<file path="src/rtl/ctrl_pipe_pkg.sv">
// Control-word layout, field encodings and bubble constant.
// The main decoder and ctrl_pipe import the same definitions.
package ctrl_pipe_pkg;

  localparam int unsigned NB_CTRL_WORD = 14;
  localparam int unsigned NB_EX_CTRL   = 11;  // b10:0, registered into EX
  localparam int unsigned NB_MEM_CTRL  = 4;   // reg_write, mem_to_reg, mem_write
  localparam int unsigned NB_WB_CTRL   = 3;   // reg_write, mem_to_reg

  localparam int unsigned CTRL_NEXT_PC_SRC_BIT = 13;
  localparam int unsigned CTRL_JMP_CTRL_LSB    = 11;
  localparam int unsigned CTRL_JMP_CTRL_W      = 2;
  localparam int unsigned CTRL_REG_WRITE_BIT   = 10;
  localparam int unsigned CTRL_REG_DST_LSB     = 8;
  localparam int unsigned CTRL_REG_DST_W       = 2;
  localparam int unsigned CTRL_MEM_TO_REG_LSB  = 6;
  localparam int unsigned CTRL_MEM_TO_REG_W    = 2;
  localparam int unsigned CTRL_MEM_WRITE_BIT   = 5;
  localparam int unsigned CTRL_ALU_SRC_LSB     = 3;
  localparam int unsigned CTRL_ALU_SRC_W       = 2;
  localparam int unsigned CTRL_ALU_OP_LSB      = 0;
  localparam int unsigned CTRL_ALU_OP_W        = 3;

  localparam logic [1:0] MEM_TO_REG_ALU  = 2'b00;
  localparam logic [1:0] MEM_TO_REG_LOAD = 2'b01;
  localparam logic [1:0] MEM_TO_REG_LINK = 2'b10;

  localparam logic [1:0] REG_DST_RT = 2'b00;
  localparam logic [1:0] REG_DST_RD = 2'b01;
  localparam logic [1:0] REG_DST_RA = 2'b10;

  localparam logic [NB_CTRL_WORD-1:0] CTRL_BUBBLE = '0;

endpackage

</file>
<file path="src/rtl/ctrl_stage_reg.sv">
// Generic pipeline stage register with hold, bubble insert and a valid bit.
// Priority: reset, hold, bubble, load.
module ctrl_stage_reg #(
  parameter int unsigned NB_DATA = 8
) (
  input  logic               i_clk,
  input  logic               i_reset,
  input  logic               i_hold,
  input  logic               i_bubble,
  input  logic [NB_DATA-1:0] i_data,
  input  logic               i_valid,
  output logic [NB_DATA-1:0] o_data,
  output logic               o_valid
);

  logic [NB_DATA-1:0] r_data;
  logic               r_valid;

  always_ff @(posedge i_clk) begin
    if (i_reset) begin
      r_data  <= '0;
      r_valid <= 1'b0;
    end else if (i_hold) begin
      r_data  <= r_data;
      r_valid <= r_valid;
    end else if (i_bubble) begin
      r_data  <= '0;
      r_valid <= 1'b0;
    end else begin
      r_data  <= i_data;
      r_valid <= i_valid;
    end
  end

  assign o_data  = r_data;
  assign o_valid = r_valid;

endmodule

</file>
<file path="src/rtl/ctrl_pipe.sv">
// ID/EX, EX/MEM, MEM/WB control pipeline with bubble, halt and status outputs.
// Optional statistics counters are enabled by defining CTRL_PIPE_STATS_EN.
module ctrl_pipe
  import ctrl_pipe_pkg::*;
#(
  parameter int unsigned NB_CTRL = 14
`ifdef CTRL_PIPE_STATS_EN
  ,
  parameter int unsigned NB_STAT = 32
`endif
) (
  input  logic               i_clk,
  input  logic               i_reset,
  input  logic [NB_CTRL-1:0] i_ctrl_regs,
  input  logic               i_valid,
  input  logic               i_stall,
  input  logic               i_flush,
  input  logic               i_halt,
  output logic               o_ex_reg_write,
  output logic [1:0]         o_ex_reg_dst,
  output logic [1:0]         o_ex_mem_to_reg,
  output logic               o_ex_mem_write,
  output logic [1:0]         o_ex_alu_src,
  output logic [2:0]         o_ex_alu_op,
  output logic               o_ex_mem_read,
  output logic               o_mem_reg_write,
  output logic [1:0]         o_mem_mem_to_reg,
  output logic               o_mem_mem_write,
  output logic               o_wb_reg_write,
  output logic [1:0]         o_wb_mem_to_reg,
`ifdef CTRL_PIPE_STATS_EN
  output logic [NB_STAT-1:0] o_stat_retired,
  output logic [NB_STAT-1:0] o_stat_bubbles,
  output logic [NB_STAT-1:0] o_stat_stores,
`endif
  output logic               o_pipe_empty
);

  logic [NB_EX_CTRL-1:0]  w_ex_next;
  logic [NB_EX_CTRL-1:0]  w_ex_q;
  logic [NB_MEM_CTRL-1:0] w_mem_next;
  logic [NB_MEM_CTRL-1:0] w_mem_q;
  logic [NB_WB_CTRL-1:0]  w_wb_q;
  logic                   w_ex_valid;
  logic                   w_mem_valid;
  logic                   w_wb_valid;
  logic                   w_ex_bubble;
  logic                   w_unused_id_bits;

  // next_pc_src and jmp_ctrl are consumed in ID.
  assign w_unused_id_bits = ^i_ctrl_regs[NB_CTRL-1:NB_EX_CTRL];

  // Without reg_write, reg_dst and mem_to_reg are don't-cares; store them as 0.
  always_comb begin
    w_ex_next = i_ctrl_regs[NB_EX_CTRL-1:0];
    if (!w_ex_next[CTRL_REG_WRITE_BIT]) begin
      w_ex_next[CTRL_REG_DST_LSB +: CTRL_REG_DST_W]       = '0;
      w_ex_next[CTRL_MEM_TO_REG_LSB +: CTRL_MEM_TO_REG_W] = '0;
    end
  end

  assign w_ex_bubble = i_stall | i_flush | ~i_valid;

  ctrl_stage_reg #(
    .NB_DATA (NB_EX_CTRL)
  ) u_ex_stage (
    .i_clk    (i_clk),
    .i_reset  (i_reset),
    .i_hold   (i_halt),
    .i_bubble (w_ex_bubble),
    .i_data   (w_ex_next),
    .i_valid  (i_valid),
    .o_data   (w_ex_q),
    .o_valid  (w_ex_valid)
  );

  assign w_mem_next = {w_ex_q[CTRL_REG_WRITE_BIT],
                       w_ex_q[CTRL_MEM_TO_REG_LSB +: CTRL_MEM_TO_REG_W],
                       w_ex_q[CTRL_MEM_WRITE_BIT]};

  ctrl_stage_reg #(
    .NB_DATA (NB_MEM_CTRL)
  ) u_mem_stage (
    .i_clk    (i_clk),
    .i_reset  (i_reset),
    .i_hold   (i_halt),
    .i_bubble (1'b0),
    .i_data   (w_mem_next),
    .i_valid  (w_ex_valid),
    .o_data   (w_mem_q),
    .o_valid  (w_mem_valid)
  );

  ctrl_stage_reg #(
    .NB_DATA (NB_WB_CTRL)
  ) u_wb_stage (
    .i_clk    (i_clk),
    .i_reset  (i_reset),
    .i_hold   (i_halt),
    .i_bubble (1'b0),
    .i_data   (w_mem_q[NB_MEM_CTRL-1:1]),
    .i_valid  (w_mem_valid),
    .o_data   (w_wb_q),
    .o_valid  (w_wb_valid)
  );

  assign o_ex_reg_write   = w_ex_q[CTRL_REG_WRITE_BIT];
  assign o_ex_reg_dst     = w_ex_q[CTRL_REG_DST_LSB +: CTRL_REG_DST_W];
  assign o_ex_mem_to_reg  = w_ex_q[CTRL_MEM_TO_REG_LSB +: CTRL_MEM_TO_REG_W];
  assign o_ex_mem_write   = w_ex_q[CTRL_MEM_WRITE_BIT];
  assign o_ex_alu_src     = w_ex_q[CTRL_ALU_SRC_LSB +: CTRL_ALU_SRC_W];
  assign o_ex_alu_op      = w_ex_q[CTRL_ALU_OP_LSB +: CTRL_ALU_OP_W];
  assign o_ex_mem_read    = w_ex_valid & o_ex_reg_write & (o_ex_mem_to_reg != MEM_TO_REG_ALU);

  assign o_mem_reg_write  = w_mem_q[3];
  assign o_mem_mem_to_reg = w_mem_q[2:1];
  assign o_mem_mem_write  = w_mem_q[0];

  assign o_wb_reg_write   = w_wb_q[2];
  assign o_wb_mem_to_reg  = w_wb_q[1:0];

  assign o_pipe_empty     = ~(w_ex_valid | w_mem_valid | w_wb_valid);

`ifdef CTRL_PIPE_STATS_EN
  logic [NB_STAT-1:0] r_stat_retired;
  logic [NB_STAT-1:0] r_stat_bubbles;
  logic [NB_STAT-1:0] r_stat_stores;

  always_ff @(posedge i_clk) begin
    if (i_reset) begin
      r_stat_retired <= '0;
      r_stat_bubbles <= '0;
      r_stat_stores  <= '0;
    end else if (!i_halt) begin
      if (w_wb_valid)                     r_stat_retired <= r_stat_retired + 1'b1;
      if (w_ex_bubble)                    r_stat_bubbles <= r_stat_bubbles + 1'b1;
      if (w_mem_valid && o_mem_mem_write) r_stat_stores  <= r_stat_stores + 1'b1;
    end
  end

  assign o_stat_retired = r_stat_retired;
  assign o_stat_bubbles = r_stat_bubbles;
  assign o_stat_stores  = r_stat_stores;
`endif

endmodule

</file>
<file path="config.mk">
export PLATFORM = sky130hd
export DESIGN_NAME = ctrl_pipe
export DESIGN_NICKNAME = d
export VERILOG_FILES = /design/src/rtl/ctrl_pipe_pkg.sv /design/src/rtl/ctrl_stage_reg.sv /design/src/rtl/ctrl_pipe.sv
export SDC_FILE = /design/constraint.sdc
export NUM_CORES = 1
export LEC_CHECK = 0
export CORE_MARGIN = 1.5
export CORE_UTILIZATION = 41
export CTS_CLUSTER_SIZE = 12
export DETAILED_ROUTE_END_ITERATION = 8
export MAX_ROUTING_LAYER = met4
export PLACE_DENSITY = 0.84
export SYNTH_ARGS = -nofsm -noshare
export SYNTH_HDL_FRONTEND = slang
export SYNTH_HIERARCHICAL = 1
export SYNTH_SLANG_ARGS = --single-unit
</file>
<file path="constraint.sdc">
create_clock -name i_clk -period 1.4 [get_ports i_clk]
set_input_delay 0.21 -clock i_clk [delete_from_list [all_inputs] [get_ports i_clk]]
set_output_delay 0.21 -clock i_clk [all_outputs]
set_load 0.01 [all_outputs]
</file>
Yosys cells after proc, flatten, opt, wreduce, memory -nomap -nowiden
Index checks and enable logic that the tools add are counted.
{ "word_totals": {"out_inout_bits": 20, "elab_cells": 18, "register_bits": 21, "inputBits": 20} }
{ "classes": {"reduce_logical": 1, "n_bitwise": 8, "n_mux": 3} }
{ "op_table": {"columns": ["op", "count"], "rows": [
  ["11-bit 2-to-1 mux", 1],
  ["4-bit 2-to-1 mux", 1],
  ["1-bit bitwise OR", 4],
  ["1-bit bitwise AND", 2],
  ["1-bit inverter", 2],
  ["2-bit nonzero test", 1],
  ["1-bit 2-to-1 mux", 1]
]} }

Logic depth before layout (Yosys ltp)
{ "logic_depth": {"depth_word": 3, "ltp_mapped": 4, "mapped_depth_nobuf": 3} }

Cells and area by module
Netlist, hierarchy kept.
{ "by_module_without_submodules": {"columns": ["mod", "cells_each", "area_per_inst_um2", "seq_area_each_um2", "n_inst"], "rows": [
  ["ctrl_stage_reg (u_ex_stage)", 53, 541.8, 240.2, 1],
  ["ctrl_stage_reg (u_mem_stage)", 21, 198.9, 100.1, 1],
  ["ctrl_stage_reg (u_wb_stage)", 16, 150.1, 80.1, 1],
  ["ctrl_pipe", 8, 52.6, 0.0, 1]
]} }

Worst setup path after synthesis
OpenSTA, ideal clock, no wires.
{ "synth_path": {"kind": "in2reg", "startpoint": "in i_flush", "endpoint": "reg u_ex_stage.r_data[9] (netlist: u_ex_stage/o_data[9])", "setup_time_ns": 0.066, "arrival_ns": 1.060, "path_slack_ns": 0.274, "path_buffers": 0, "stages": 3, "cell_sequence": "or3b_1 > or3b_1 > a21oi_2"} }
{ "synth_between": {"elab_chain_len": 3} }
{ "synth_rtl": {"columns": ["element", "line_no", "source"], "rows": [
  ["start: declaration", "ctrl_pipe.sv:17", "input logic i_flush,"],
  ["1-bit bitwise OR (2 in series)", "ctrl_pipe.sv:62", "assign w_ex_bubble = i_stall | i_flush | ~i_valid;"],
  ["11-bit 2-to-1 mux", "ctrl_stage_reg.sv:26", "end else if (i_bubble) begin"],
  ["end signal: assignment", "ctrl_stage_reg.sv:24", "r_data <= r_data;"],
  ["end signal: assignment", "ctrl_stage_reg.sv:30", "r_data <= i_data;"],
  ["end: declaration", "ctrl_stage_reg.sv:16", "logic [NB_DATA-1:0] r_data;"]
]} }
Every way passes these cells.
A chain may end at the register's enable or synchronous reset.

Worst setup path after layout
{ "layout_path": {"startpoint": "reg u_ex_stage.r_data[6] (netlist: u_ex_stage/o_data[6])", "endpoint": "out o_ex_mem_read"} }
{ "layout_between": {"elab_chain_len": 2} }
{ "layout_rtl": {"columns": ["element", "line_no", "source"], "rows": [
  ["2-bit nonzero test", "ctrl_pipe.sv:113", "assign o_ex_mem_read = w_ex_valid & o_ex_reg_write & (o_ex_mem_to_reg != MEM_TO_REG_ALU);"],
  ["1-bit bitwise AND", "ctrl_pipe.sv:113", null],
  ["end: declaration", "ctrl_pipe.sv:25", "output logic o_ex_mem_read,"]
]} }
Every way passes these cells.

==> metrics.txt <==
Initial Utilization 43.06%; vias in the first global route 817; initial antenna violation count 0; synthesized area 943.4 sq um; CTS buffer count 3; DR pass1 iterations 4; Cell Count, Final, Fillers Out 177; port buffer count 36; worst-case clock buffer depth 2; gr usage total 16.63%; Yosys reg bits 21; post-route ant nets 0; worst slack, placed -242.4 ps; Synth cell types 15; Detailed Place HPWL 1475 microns; RSZ-0062 raised after global routing no; placed cells 173; CP max FO 4; outcome finished, final reports clean; Inserted Diodes 0; Critical Path RT 1190 ps; DR WL/cell 11.20 microns; hold_buf cts 0; clock-pin slew on the worst setup and hold paths 120 ps; Final Hold Viols 0; Leak 0.0006271 uW; WHS Endpoint u_wb_stage/o_data[0]; max_cap viols 0; worst skew pair latency 310 ps; GRT overflow 0; synth warn 6; Hold Path Depth 2; Peak supply drop 0.0005375 V; Final GP Congestion 0.7327; Crit Path Category register to output port; DIE HEIGHT 50.97 microns; Vias/cell 4.847; DIE WIDTH 50.97 microns; sequential cell area fraction in the yosys report 44.56%; CTS tree done; H-Tree Level Count 1; hold_sp u_wb_stage/o_data[0]; Final setup violation count 0; FF-to-FF End u_mem_stage/o_data[2]; Final Skew 9.860 ps; CP endpoint kind output port; Max Clock Freq 0.7441 GHz; root buffer cell clkbuf_4; worst r2r path cells 3; Final Cycle Share 95.99%; Final min period 1344 ps; area growth from synthesis to layout 50.93%; Post-route DRC 0; Hold Path Class register to register; IO Pins 40; largest net degree at the start of global routing 33; Cells after Synth 98; layout cells sized above 1 17.45%; via count 858; power density cells 722.9 nW/um^2; die area 2598 sq um; final wirelength 1983 microns; first-pass GRT wire length 3222 microns; total core area 2191 sq um; Critical Path Start Type register; Max Slew Vio Count 0; WP data arrival 1130 ps; post-route setup slack 56.08 ps; syn avg cell area 9.627 sq um; num rows 17; final net count 170; DR iter-0 viols 10; clk sinks 21; reg2reg start u_ex_stage/o_data[7]; R2R setup slack 410 ps
==> final cells by class <==
| class | count | area [sq um] |
|---|---|---|
| timing repair buffer | 44 | 427.9 |
| clock buffer | 3 | 22.52 |
| clock inverter | 1 | 5.005 |
| fill | 195 | 767.0 |
| sequential | 21 | 424.2 |
| tap | 28 | 35.03 |
| multi-input combinational | 80 | 509.2 |
==> cell usage in the layout, fill, tap and decap left out <==
cell | Yosys | routed
nor3_1 | 1 | 1
or2_1 | 1 | 1
conb_1 | 1 | 9
nand2b_1 | 11 | 11
nand2_1 | 21 | 21
dfxtp_1 | 21 | 18
dlymetal6s2s_1 | 0 | 2
or3b_1 | 11 | 11
buf_4 | 0 | 6
clkdlybuf4s50_1 | 0 | 16
and2_1 | 4 | 4
a21oi_2 | 1 | 1
dfxtp_2 | 0 | 3
o22ai_2 | 10 | 10
clkinv_2 | 0 | 1
buf_12 | 0 | 2
o211a_1 | 1 | 1
o22ai_1 | 1 | 1
dlygate4sd2_1 | 0 | 18
clkbuf_4 | 0 | 3
a21oi_1 | 9 | 9
==> flip-flops by register name, summed over array words and instances, names as in the netlist <==
signal and flops:
u_ex_stage/o_data 11, u_mem_stage/o_data 4, u_wb_stage/o_data 3, u_ex_stage/o_valid 1, u_mem_stage/o_valid 1, u_wb_stage/o_valid 1
==> report_power, final <==
group | leakage, uW | switching (uW) | total [uW] | internal, uW
clock | 0.0000177 | 179 | 286 | 107
combinational | 0.000439 | 56.6 | 139 | 82.0
sequential | 0.000171 | 2.82 | 605 | 602
==> layer usage <==
| metal | track usage, % | up-vias | part of all wire, % |
|---|---|---|---|
| met2 | 28.57 | 27 | 51 |
| met5 | - | - | 0 |
| li1 | - | 431 | - |
| met1 | 17.85 | 396 | 43 |
| met4 | 11.71 | 0 | 2.3 |
| met3 | 1.754 | 4 | 3.8 |
==> worst max-delay path: stages (launching register included) <==
cell	delay, ps
dfxtp_2	350
o211a_1	200
dlygate4sd2_1	280
==> cell usage after synthesis, drive strengths merged <==
| library cell | instances | share of area (%) |
|---|---|---|
| nor3 | 1 | 0.53 |
| or2 | 1 | 0.66 |
| nand2b | 11 | 7.3 |
| o211a | 1 | 1.1 |
| conb | 1 | 0.40 |
| or3b | 11 | 10 |
| and2 | 4 | 2.7 |
| buf | 5 | 4.6 |
| dfxtp | 21 | 45 |
| nand2 | 21 | 8.4 |
| o22ai | 11 | 14 |
| a21oi | 10 | 5.7 |
==> worst max path at each step <==
stage | end | cells after the start | start | slack, ps
after CTS | o_ex_reg_dst[0] | 1 | u_ex_stage/o_data[8] | 5
after floorplan | u_ex_stage/o_data[9] | 3 | i_flush | 270
after global placement | u_ex_stage/o_data[7] | 5 | i_valid | -200
after global routing | o_ex_mem_read | 2 | u_ex_stage/o_data[6] | 20
final | o_ex_mem_read | 2 | u_ex_stage/o_data[6] | 60
after detailed placement | u_ex_stage/o_data[7] | 5 | i_valid | -240
==> what timing repair did <==
item / 4_1_cts / 5_1_grt
setup buffers: 0 / 0
pin swaps: 0 / 0
setup endpoints to repair: 18 / 2
resized for setup: 21 / 2
==> cells by family after synthesis <==
kind of cell    synth area share, %
flops                         44.56
simple gates                  29.71
compound gates                20.69
other cells                  0.3975
buf+inv                       4.642
==> through the flow <==
stage	total power (uW)	hold slack, ps	setup TNS, ps	area, sq um	utilization, %
finish	1029	453.5	0	1424	64.99
global route	1077	493.3	0	1424	64.99
CTS	1048	458.2	0	1419	64.76
detailed placement	760.4	442.2	-2718	1410	64.36
global placement	757.2	436.7	-2150	1410	64.36
floorplan	676.6	279.1	0	973.4	-
No activity file was read; power rests on OpenSTA's default activity.
